==> src/rtl/seven_seg_pkg.sv <==
`default_nettype none
// ============================================================================
// Module      : seven_seg_pkg
// Description : Shared types and constants for the 7-segment scan controller.
//               Holds the controller FSM state type, the hex-to-segment glyph
//               table (GFEDCBA, active-high), blank/'E' glyphs, the inactive
//               decimal-point level and a small glyph lookup helper.
// Revision    : 1.0 - initial release
// ============================================================================
package seven_seg_pkg;

    typedef enum logic [1:0] {
        ST_IDLE   = 2'd0,
        ST_CONV   = 2'd1,
        ST_COMMIT = 2'd2
    } state_t;

    // Glyph for hex value n sits in bits [7n+6:7n]; entry 0 at the LSBs.
    localparam logic [16*7-1:0] SEG_TABLE = {
        7'h71, 7'h79, 7'h5E, 7'h39, 7'h7C, 7'h77, 7'h6F, 7'h7F,
        7'h07, 7'h7D, 7'h6D, 7'h66, 7'h4F, 7'h5B, 7'h06, 7'h3F
    };

    localparam logic [6:0] SEG_BLANK = 7'h00;
    localparam logic [6:0] SEG_E     = 7'b1111001;
    localparam logic       DP_OFF    = 1'b1;    // decimal point pin is active-low

    function automatic logic [6:0] seg_decode(input logic [3:0] nibble);
        return SEG_TABLE[{3'b000, nibble} * 7'd7 +: 7];
    endfunction

endpackage
`default_nettype wire

==> src/rtl/bin2bcd_seq.sv <==
`default_nettype none
// ============================================================================
// Module      : bin2bcd_seq
// Description : Iterative double-dabble binary-to-BCD converter, one input
//               bit per clock. The MSB is consumed on the start cycle itself,
//               so a conversion occupies exactly BIN_WIDTH clock edges.
//   clk    in   clock, posedge
//   rst    in   asynchronous reset, active-high
//   start  in   one-cycle pulse; samples bin and begins a conversion
//   bin    in   BIN_WIDTH-bit unsigned value
//   done   out  one-cycle pulse; bcd/ovf valid from this cycle until next start
//   bcd    out  DIGITS BCD digits, digit 0 in bits [3:0]
//   ovf    out  value did not fit in DIGITS decimal digits
// Revision    : 1.0 - initial release
// ============================================================================
module bin2bcd_seq #(
    parameter int BIN_WIDTH = 14,
    parameter int DIGITS    = 4
) (
    input  logic                  clk,
    input  logic                  rst,
    input  logic                  start,
    input  logic [BIN_WIDTH-1:0]  bin,
    output logic                  done,
    output logic [4*DIGITS-1:0]   bcd,
    output logic                  ovf
);

    localparam int c_CNT_W = $clog2(BIN_WIDTH + 1);

    logic [BIN_WIDTH-1:0] r_sr;
    logic [4*DIGITS-1:0]  r_bcd;
    logic [c_CNT_W-1:0]   r_cnt;
    logic                 r_run;
    logic                 r_done;
    logic                 r_ovf;
    logic [4*DIGITS-1:0]  w_adj;

    // Add-3 correction on every nibble that is 5 or more before the shift.
    for (genvar i = 0; i < DIGITS; i++) begin : g_adj
        assign w_adj[4*i +: 4] = (r_bcd[4*i +: 4] >= 4'd5) ? (r_bcd[4*i +: 4] + 4'd3)
                                                           : r_bcd[4*i +: 4];
    end

    always_ff @(posedge clk or posedge rst) begin
        if (rst) begin
            r_sr   <= '0;
            r_bcd  <= '0;
            r_cnt  <= '0;
            r_run  <= 1'b0;
            r_done <= 1'b0;
            r_ovf  <= 1'b0;
        end else begin
            r_done <= 1'b0;
            if (start) begin
                // BCD is all zero here, so the first step needs no correction.
                r_sr  <= bin << 1;
                r_bcd <= {{(4*DIGITS-1){1'b0}}, bin[BIN_WIDTH-1]};
                r_cnt <= c_CNT_W'(BIN_WIDTH - 1);
                r_run <= 1'b1;
                r_ovf <= 1'b0;
            end else if (r_run) begin
                r_bcd <= {w_adj[4*DIGITS-2:0], r_sr[BIN_WIDTH-1]};
                r_sr  <= r_sr << 1;
                r_cnt <= r_cnt - 1'b1;
                // A one leaving the top nibble belongs to a digit we do not
                // have, which happens exactly when the value is >= 10^DIGITS.
                r_ovf <= r_ovf | w_adj[4*DIGITS-1];
                if (r_cnt == c_CNT_W'(1)) begin
                    r_run  <= 1'b0;
                    r_done <= 1'b1;
                end
            end
        end
    end

    assign done = r_done;
    assign bcd  = r_bcd;
    assign ovf  = r_ovf;

endmodule
`default_nettype wire

==> src/rtl/seven_seg_scan_controller.sv <==
`default_nettype none
// ============================================================================
// Module      : seven_seg_scan_controller
// Description : Multiplexed common-cathode 7-segment display sequencer.
//               Accepts a binary value over valid/ready, converts it to BCD,
//               commits it atomically into display registers, and scans the
//               digits with a free-running prescaler and brightness PWM.
//   clk          in   clock, posedge
//   rst          in   asynchronous reset, active-high
//   load_valid   in   new value offered
//   load_ready   out  controller idle, can accept
//   load_value   in   binary value to display
//   load_points  in   decimal points per digit (1 = lit)
//   blank_lz     in   blank leading zeros, sampled on accept
//   brightness   in   PWM duty, sampled continuously
//   segments     out  [6:0] GFEDCBA active-high, [7] DP active-low
//   sel          out  current digit index, 0 = least significant
//   digit_en     out  drive enable for digit sel
//   ovf          out  last committed value exceeded 10^DIGITS-1
//   busy         out  conversion in progress
// BRIGHT_BITS must not exceed SCAN_DIV_BITS.
// Revision    : 1.0 - initial release
// ============================================================================
module seven_seg_scan_controller
    import seven_seg_pkg::*;
#(
    parameter int SEL_BITS      = 2,
    parameter int BIN_WIDTH     = 14,
    parameter int SCAN_DIV_BITS = 16,
    parameter int BRIGHT_BITS   = 4
) (
    input  logic                       clk,
    input  logic                       rst,
    input  logic                       load_valid,
    output logic                       load_ready,
    input  logic [BIN_WIDTH-1:0]       load_value,
    input  logic [(1<<SEL_BITS)-1:0]   load_points,
    input  logic                       blank_lz,
    input  logic [BRIGHT_BITS-1:0]     brightness,
    output logic [7:0]                 segments,
    output logic [SEL_BITS-1:0]        sel,
    output logic                       digit_en,
    output logic                       ovf,
    output logic                       busy
);

    localparam int c_DIGITS = 1 << SEL_BITS;

    // Control FSM and display registers
    state_t                    r_state;
    logic                      r_load_ready;
    logic                      r_busy;
    logic [c_DIGITS-1:0]       r_pend_points;
    logic                      r_pend_blank;
    logic [4*c_DIGITS-1:0]     r_disp_digits;
    logic [c_DIGITS-1:0]       r_disp_points;
    logic                      r_disp_blank;
    logic                      r_disp_ovf;

    // Scan / PWM
    logic [SCAN_DIV_BITS-1:0]  r_presc;
    logic [SEL_BITS-1:0]       r_sel;
    logic [7:0]                r_segments;
    logic                      r_digit_en;

    logic                      w_accept;
    logic                      w_conv_done;
    logic [4*c_DIGITS-1:0]     w_bcd;
    logic                      w_bcd_ovf;
    logic [SCAN_DIV_BITS-1:0]  w_presc_next;
    logic                      w_wrap;
    logic [SEL_BITS-1:0]       w_sel_next;
    logic [4*c_DIGITS-1:0]     w_upper;
    logic                      w_blanked;
    logic                      w_dp;
    logic [6:0]                w_glyph;
    logic [7:0]                w_seg_next;

    // Ready is only high in IDLE, so this is also the IDLE accept condition.
    assign w_accept = load_valid && r_load_ready;

    bin2bcd_seq #(
        .BIN_WIDTH (BIN_WIDTH),
        .DIGITS    (c_DIGITS)
    ) u_bin2bcd (
        .clk   (clk),
        .rst   (rst),
        .start (w_accept),
        .bin   (load_value),
        .done  (w_conv_done),
        .bcd   (w_bcd),
        .ovf   (w_bcd_ovf)
    );

    always_ff @(posedge clk or posedge rst) begin
        if (rst) begin
            r_state       <= ST_IDLE;
            r_load_ready  <= 1'b1;
            r_busy        <= 1'b0;
            r_pend_points <= '0;
            r_pend_blank  <= 1'b0;
            r_disp_digits <= '0;
            r_disp_points <= '0;
            r_disp_blank  <= 1'b0;
            r_disp_ovf    <= 1'b0;
        end else begin
            case (r_state)
                ST_IDLE: begin
                    if (w_accept) begin
                        r_pend_points <= load_points;
                        r_pend_blank  <= blank_lz;
                        r_load_ready  <= 1'b0;
                        r_busy        <= 1'b1;
                        r_state       <= ST_CONV;
                    end
                end
                ST_CONV: begin
                    if (w_conv_done) begin
                        r_state <= ST_COMMIT;
                    end
                end
                ST_COMMIT: begin
                    r_disp_digits <= w_bcd;
                    r_disp_points <= r_pend_points;
                    r_disp_blank  <= r_pend_blank;
                    r_disp_ovf    <= w_bcd_ovf;
                    r_load_ready  <= 1'b1;
                    r_busy        <= 1'b0;
                    r_state       <= ST_IDLE;
                end
                default: begin
                    r_state      <= ST_IDLE;
                    r_load_ready <= 1'b1;
                    r_busy       <= 1'b0;
                end
            endcase
        end
    end

    // Glyph for the digit that becomes active at the next slot boundary.
    // It reads the display registers as they are before any same-edge
    // commit, so a digit never shows a mix of old and new values.
    assign w_presc_next = r_presc + 1'b1;
    assign w_wrap       = &r_presc;
    assign w_sel_next   = r_sel + 1'b1;
    assign w_upper      = r_disp_digits >> {w_sel_next, 2'b00};
    assign w_blanked    = r_disp_blank && (w_sel_next != '0) && (w_upper == '0);
    assign w_dp         = r_disp_points[w_sel_next] ? ~DP_OFF : DP_OFF;

    always_comb begin
        w_glyph = seg_decode(w_upper[3:0]);
        if (r_disp_ovf) begin
            w_glyph = SEG_E;
        end else if (w_blanked) begin
            w_glyph = SEG_BLANK;
        end
    end

    assign w_seg_next = {w_dp, w_glyph};

    always_ff @(posedge clk or posedge rst) begin
        if (rst) begin
            r_presc    <= '0;
            r_sel      <= '0;
            r_segments <= {DP_OFF, SEG_BLANK};
            r_digit_en <= 1'b0;
        end else begin
            r_presc <= w_presc_next;
            // Computed from the upcoming prescaler value so the registered
            // enable lines up with the prescaler phase it describes.
            r_digit_en <= (w_presc_next[SCAN_DIV_BITS-1 -: BRIGHT_BITS] < brightness);
            if (w_wrap) begin
                r_sel      <= w_sel_next;
                r_segments <= w_seg_next;
            end
        end
    end

    assign load_ready = r_load_ready;
    assign busy       = r_busy;
    assign ovf        = r_disp_ovf;
    assign segments   = r_segments;
    assign sel        = r_sel;
    assign digit_en   = r_digit_en;

endmodule
`default_nettype wire

==> config.mk <==
export PLATFORM = sky130hd
export DESIGN_NAME = seven_seg_scan_controller
export DESIGN_NICKNAME = d
export VERILOG_FILES = /design/src/rtl/seven_seg_pkg.sv /design/src/rtl/bin2bcd_seq.sv /design/src/rtl/seven_seg_scan_controller.sv
export SDC_FILE = /design/constraint.sdc
export NUM_CORES = 1
export LEC_CHECK = 0
export ABC_AREA = 1
export ABC_CLOCK_PERIOD_IN_PS = 4600
export BUFFER_PORTS_ARGS = -buffer_cell sky130_fd_sc_hd__buf_2
export CORE_ASPECT_RATIO = 1.1
export CORE_MARGIN = 5
export CORE_UTILIZATION = 60
export DETAILED_ROUTE_END_ITERATION = 8
export PLACE_DENSITY = 0.8
export SKIP_LAST_GASP = 1
export SLEW_MARGIN = 0
export SYNTH_ARGS = -nofsm -noshare
export SYNTH_HDL_FRONTEND = slang
export SYNTH_SLANG_ARGS = --single-unit
==> constraint.sdc <==
create_clock -name clk -period 4.6 [get_ports clk]
set_clock_uncertainty 0.15 [all_clocks]
set_input_delay 0.92 -clock clk [delete_from_list [all_inputs] [get_ports clk]]
set_output_delay 0.92 -clock clk [all_outputs]
set_load 0.1 [all_outputs]
==> impl_metrics.py, run 1 <==
metrics = {
    "run_status": {
        "status": "finished, final reports clean",
    },
    "yosys": {
        "synthCells": 554,
        "ys_seq_area_share_pct": 49.04,
        "synth_most_common_cell": "nand2_1",
        "syn_nets": 601,
        "synth_area_leaders": "dfrtp_1 (48%), nand2_1 (10%), ha_1 (5.5%), inv_1 (5.4%), o21ai_0 (5.3%)",
        "synth.distinct_cells": 41,
        "yosys_warnings": 0,
        "async_flop_share_pct": 100.0,
        "synth_top_area_share_pct": 47.94,
        "dominantRegCellSynth": "dfrtp_1",
        "synth_edf_count": 0,
        "synth_top_area_cell": "dfrtp_1",
        "synth.avg_cell_area_um2": 8.668,
        "synth_common_cells": "nand2_1 (131), dfrtp_1 (92), inv_1 (69)",
        "synthesis.area_um2": 4802,
        "synth-seq-cells": 94,
    },
    "floorplan": {
        "die_w_um": 95.30,
        "start_util_pct": 61.02,
        "core_um2": 7870,
        "num_rows": 34,
        "dieHeight_um": 103.8,
        "boundaryPins": 40,
        "die_area_um2": 9895,
    },
    "sta": {
        "fin_crit_sh_pct": 56.47,
        "finalSetupViolations": 0,
        "tightest_slew_ns": 0.6881,
        "post-route-min-period_ns": 2.598,
        "setup_slack_ns": 2.002,
        "max_freq_mhz": 385.0,
        "rsz0062_at_grt": "false",
        "slew_headroom_pct": 54.08,
        "drv_slew": 0,
        "hold_viol": 0,
        "tns_ns": 0,
    },
    "drt": {
        "drt_iter0_drc": 154,
        "wl_um": 9054,
        "wl_per_cell_um": 12.84,
        "routed_via_density": 5.262,
        "vias": 3710,
        "post-route-drc-count": 0,
        "detail_route.first_pass.iterations": 4,
        "drtAntennaViolNets": 0,
    },
    "critical_path": {
        "cp-start-kind": "register",
        "worstPathArrival_ns": 1.53,
        "critPathMaxFanout": 16,
        "cp_slowest_cell": "dfrtp_1",
        "worstSetupPathType": "reg2out",
        "cp_top_family": "flip-flops",
        "critPathCaptureType": "primary output",
        "path_buf_inv": 1,
        "crit_path_max_incr_delay_ns": 0.64,
        "reg2reg_from": "sel[0]",
        "cp-startpoint": "sel[0]",
        "path_cells": "buf_2",
        "critPathRequiredTime_ns": 3.53,
    },
    "clocking": {
        "cts_hold_buf": 0,
        "clk_latency_ns": 0.37,
        "numCtsBuffers": 9,
        "cts.clk_slew.worst_paths_ns": 0.10,
        "cts_max_path_buffers": 2,
        "htreeDepth": 3,
        "postCtsSetupRepairBufs": 0,
        "cts.sinks": 94,
        "cts-root-buf": "clkbuf_8",
        "post_cts_resize_count": 0,
        "cts_tree": "yes",
    },
    "flow_run": {
        "maxCapViolations": 0,
    },
    "placement": {
        "placed_area_um2": 5081,
        "port_buffers": 39,
        "routabilityCongestion": 0.8902,
        "dpl.hpwl_um": 6672,
        "place_ws_ns": 1.991,
    },
    "grt": {
        "grt_max_degree": 45,
        "antenna_found_initial": 0,
        "grtUsageTotal_pct": 19.80,
        "grt_first_pass_wirelength_um": 15700,
        "grt_pass1_vias": 3637,
        "grt-ovfl-total": 0,
    },
    "final_layout": {
        "syn2layout_area_growth_pct": 9.719,
        "nFillCells": 629,
        "nets": 639,
        "diodes": 0,
        "design_area_um2": 5269,
        "drive_gt1_share_pct": 14.57,
        "fin_util_pct": 66.95,
    },
    "pwr": {
        "vdd_ir_drop_max_mv": 0.3369,
        "p_leak_uw": 0.002804,
        "p_per_area_nw_per_um2": 533.0,
    },
    "hold_path": {
        "hold_class": "reg2reg",
        "holdCritStartpoint": "r_presc[0]",
    },
}
per-layer routing:
| layer | vias up | part of all wire, % | global-route usage, % |
|---|---|---|---|
| met4 | 0 | 2.1 | 8.866 |
| met5 | - | 0 | 0 |
| met3 | 19 | 4.5 | 3.336 |
| li1 | 1876 | - | - |
| met2 | 81 | 50 | 32.47 |
| met1 | 1734 | 44 | 25.36 |
worst paths after layout:
check                          endpoint  slack [ns]  cells after the start
max                              sel[0]        2.00                      1
min                          r_presc[0]        0.31                      1
max reg2reg                 segments[3]        2.02                     12
min reg2reg                  r_presc[0]        0.31                      1
max in group asynchronous   segments[7]        2.90                      3
min in group asynchronous  r_disp_blank        0.47                      2
layout by cell type, fill, tap and decap left out, types with 3 or more instances in the layout:
| cell type | instances |
|---|---|
| o211ai_1 | 4 |
| o221ai_1 | 9 |
| nand2_4 | 4 |
| nand2_1 | 131 |
| inv_8 | 3 |
| a21oi_1 | 24 |
| o21ai_0 | 51 |
| xor2_1 | 8 |
| xnor2_1 | 5 |
| nand3_1 | 37 |
| clkbuf_8 | 9 |
| inv_2 | 6 |
| nand2_2 | 3 |
| inv_1 | 68 |
| nand4_1 | 6 |
| or2_1 | 4 |
| ha_1 | 21 |
| buf_2 | 39 |
| o22ai_1 | 8 |
| nor2_1 | 33 |
| dfrtp_1 | 92 |
logic make-up (layout without fill, tap and decap cells):
group	after synthesis	in the layout	share of synthesized area, %
AO/OA/AOI/OAI	101	101	11.93
XOR/XNOR	13	13	2.371
adder cells (fa/ha/maj)	21	21	5.472
buffers and inverters	89	132	7.269
flip-flops	94	94	49.04
multiplexers	2	2	0.5471
AND/OR/NAND/NOR	234	234	23.37
registers in the layout, summed over array words and instances, names as in the netlist, 4 cells and up:
name             cells
r_pend_points        4
r_disp_digits       16
u_bin2bcd.bcd       16
u_bin2bcd.r_cnt      4
r_presc             16
r_disp_points        4
segments             8
u_bin2bcd.r_sr      13
final cells by class:
cell class / count / area (um^2) / area share (%)
clock buffer: 9 / 123.9 / 2.351
clock inverter: 7 / 63.81 / 1.211
inverter: 75 / 282.8 / 5.367
multi-input combinational: 371 / 2098 / 39.82
sequential: 94 / 2355 / 44.69
tap: 108 / 135.1 / 2.565
timing repair buffer: 41 / 210.2 / 3.990
power by group:
group          switching [uW]  total (uW)  internal, uW
sequential                154        1220          1060
clock                     320         530           210
combinational             703        1060           359
total                    1180        2810          1630
per-stage QoR:
step	hold slack (ns)	power (uW)	cells
after floorplan	0.2726	2047	554
after global placement	0.2895	2231	689
after detailed placement	0.2973	2291	689
after CTS	0.3132	2822	705
after global routing	0.3382	3044	705
final	0.3093	2809	705
(Power assumes the default switching activity.)
==> inputs of run 2 (changes only) <==
--- a/config.mk
+++ b/config.mk
@@ -5,14 +5,14 @@
 export SDC_FILE = /design/constraint.sdc
 export NUM_CORES = 1
 export LEC_CHECK = 0
-export ABC_AREA = 1
-export ABC_CLOCK_PERIOD_IN_PS = 4600
+export ABC_AREA = 0
+export ABC_CLOCK_PERIOD_IN_PS = 2320
 export BUFFER_PORTS_ARGS = -buffer_cell sky130_fd_sc_hd__buf_2
 export CORE_ASPECT_RATIO = 1.1
 export CORE_MARGIN = 5
-export CORE_UTILIZATION = 60
+export CORE_UTILIZATION = 54
 export DETAILED_ROUTE_END_ITERATION = 8
-export PLACE_DENSITY = 0.8
+export PLACE_DENSITY = 0.76
 export SKIP_LAST_GASP = 1
 export SLEW_MARGIN = 0
 export SYNTH_ARGS = -nofsm -noshare
==> constraint.sdc (replaced) <==
create_clock -name clk -period 2.32 [get_ports clk]
set_clock_uncertainty 0.15 [all_clocks]
set_input_delay 0.464 -clock clk [delete_from_list [all_inputs] [get_ports clk]]
set_output_delay 0.464 -clock clk [all_outputs]
set_load 0.1 [all_outputs]
==> impl_metrics.py, run 2 <==
metrics = {
    "run_status": {
        "status": "finished, violations left",
        "violations": "setup timing",
    },
    "sta": {
        "rsz0062_at_grt": "true",
        "setup_slack_ns": -0.3598,
        "hold_viol": 0,
        "max_freq_mhz": 373.2,
        "finalSetupViolations": 7,
        "drv_slew": 0,
        "fin_crit_sh_pct": 115.5,
        "tightest_slew_ns": 0.5228,
        "post-route-min-period_ns": 2.680,
        "slew_headroom_pct": 65.08,
    },
    "critical_path": {
        "critPathMaxFanout": 7,
        "critPathRequiredTime_ns": 2.43,
        "reg2reg_from": "sel[1]",
        "worstPathArrival_ns": 2.79,
        "cp-startpoint": "sel[1]",
        "critPathCaptureType": "register",
        "cp-start-kind": "register",
        "worstSetupPathType": "reg2reg",
    },
    "floorplan": {
        "start_util_pct": 55.31,
        "die_w_um": 98.49,
        "boundaryPins": 40,
        "die_area_um2": 10570,
        "num_rows": 35,
        "core_um2": 8408,
        "dieHeight_um": 107.3,
    },
    "clocking": {
        "numCtsBuffers": 9,
        "cts_tree": "yes",
        "cts-root-buf": "clkbuf_8",
        "cts_max_path_buffers": 2,
        "cts.clk_slew.worst_paths_ns": 0.09,
        "cts.sinks": 94,
        "clk_latency_ns": 0.36,
        "htreeDepth": 3,
    },
    "yosys": {
        "synth_top_area_cell": "dfrtp_1",
        "yosys_warnings": 0,
        "synth_edf_count": 0,
        "async_flop_share_pct": 100.0,
        "synth_top_area_share_pct": 49.50,
        "synth_most_common_cell": "dfrtp_1",
        "synthesis.area_um2": 4651,
        "synth-seq-cells": 94,
        "synth.distinct_cells": 45,
        "syn_nets": 480,
        "synth_area_leaders": "dfrtp_1 (50%), ha_1 (5.6%), mux2_2 (5.3%), mux2i_1 (5.2%), nand2_1 (4.4%)",
        "synth_common_cells": "dfrtp_1 (92), nand2_1 (54), o21ai_0 (35)",
        "dominantRegCellSynth": "dfrtp_1",
        "synth.avg_cell_area_um2": 10.74,
        "ys_seq_area_share_pct": 50.63,
        "synthCells": 433,
    },
    "grt": {
        "grt_first_pass_wirelength_um": 15560,
        "grt_max_degree": 51,
        "antenna_found_initial": 0,
        "grt-ovfl-total": 0,
        "grt_pass1_vias": 3379,
        "grtUsageTotal_pct": 18.05,
    },
    "flow_run": {
        "maxCapViolations": 0,
    },
    "final_layout": {
        "diodes": 0,
        "stdcell_count": 608,
        "design_area_um2": 5403,
        "nets": 539,
        "layout_commonest_cell": "dfrtp_1",
        "drive_gt1_share_pct": 24.95,
        "final_cell_mix": "dfrtp_1 (90), nand2_1 (54), buf_2 (39)",
        "syn2layout_area_growth_pct": 16.17,
        "fin_util_pct": 64.26,
    },
    "drt": {
        "vias": 3229,
        "drtAntennaViolNets": 0,
        "post-route-drc-count": 0,
        "drt_iter0_drc": 148,
        "wl_um": 8850,
        "wl_per_cell_um": 14.56,
        "routed_via_density": 5.311,
        "detail_route.first_pass.iterations": 4,
    },
    "pwr": {
        "finalPower_uw": 6134,
        "p_per_area_nw_per_um2": 1135,
        "p_leak_uw": 0.002635,
        "vdd_ir_drop_max_mv": 0.8940,
    },
    "placement": {
        "placed_area_um2": 5122,
        "dp.cells": 588,
        "dpl.hpwl_um": 6125,
        "place_ws_ns": -0.4034,
        "routabilityCongestion": 0.8699,
        "port_buffers": 39,
    },
    "hold_path": {
        "hold_class": "in2reg",
        "holdCritStartpoint": "load_value[0]",
    },
}
run 2: changes by cell type after synthesis, sizes merged, moves of 20 or more:
cell,before,now
inv,75,22
nand3,40,13
nand2,138,54
mux2i,0,24
mux2,2,22
run 2: per-layer routing:
metal / track usage (%) / up-vias / wire, um
met5: 0 / - / 0
met4: 5.756 / 0 / 162
met3: 3.889 / 13 / 276
met2: 30.39 / 56 / 4353
met1: 23.35 / 1549 / 4058
li1: - / 1611 / -
run 2: critical path: stages (launching register included):
cell	delay (ns)
dfrtp_2	0.43
ha_4	0.30
mux4_2	0.54
inv_2	0.10
ha_4	0.12
nor4b_4	0.17
nand2_1	0.13
a211o_4	0.33
nor4b_4	0.14
a21o_1	0.16
run 2: worst paths after layout:
path	cells past startpoint	endpoint	slack, ns
max in group asynchronous	4	load_ready	0.78
worst max-delay path	9	segments[1]	-0.36
worst min register to register	1	r_presc[0]	0.31
worst max register to register	9	segments[1]	-0.36
min in group asynchronous	3	r_presc[0]	0.53
worst min-delay path	3	u_bin2bcd.r_sr[1]	0.14
run 2: power by group:
| part | leakage [uW] | total, uW | internal [uW] | switching (uW) |
|---|---|---|---|---|
| combinational | 0.00133 | 2460 | 1150 | 1310 |
| clock | 0.0000976 | 1130 | 555 | 572 |
| sequential | 0.00121 | 2550 | 2130 | 422 |
run 2: layout make-up:
class                           count  area, um^2
Sequential cell                    94        2357
Clock buffer                       11       151.4
Inverter                           22       86.33
Fill cell                         682        3005
Timing Repair Buffer               66       425.4
Multi-Input combinational cell    299        2186
Tap cell                          111       138.9
Clock inverter                      5       57.56
run 2: what timing repair did:
action                                 CTS  global route
resized for setup                        3             3
endpoints found under the hold margin   21             0
setup buffers                            2             1
setup endpoints to repair                7             8
hold buffers                             1             0
pin swaps                                5             5
run 2: metrics by stage:
| stage | setup TNS [ns] | hold slack (ns) |
|---|---|---|
| finish | -1.966 | 0.1392 |
| CTS | -1.514 | 0.1275 |
| detailed placement | -2.137 | 0.2947 |
| global route | -2.508 | 0.1283 |
| global placement | -1.476 | 0.2853 |
| floorplan | -4.271 | 0.2726 |
run 2: kinds of logic (layout without fill, tap and decap cells):
kind of cell | Yosys count | in the layout | share of synthesized area [%]
and+or+nand+nor | 129 | 129 | 13.37
DFF | 94 | 94 | 50.63
AOI/OAI and AO/OA | 75 | 75 | 9.147
muxes | 51 | 51 | 13.16
buffers and inverters | 40 | 104 | 3.713
xor gates and xnor gates | 23 | 23 | 4.331
adders and majority gates | 21 | 21 | 5.650
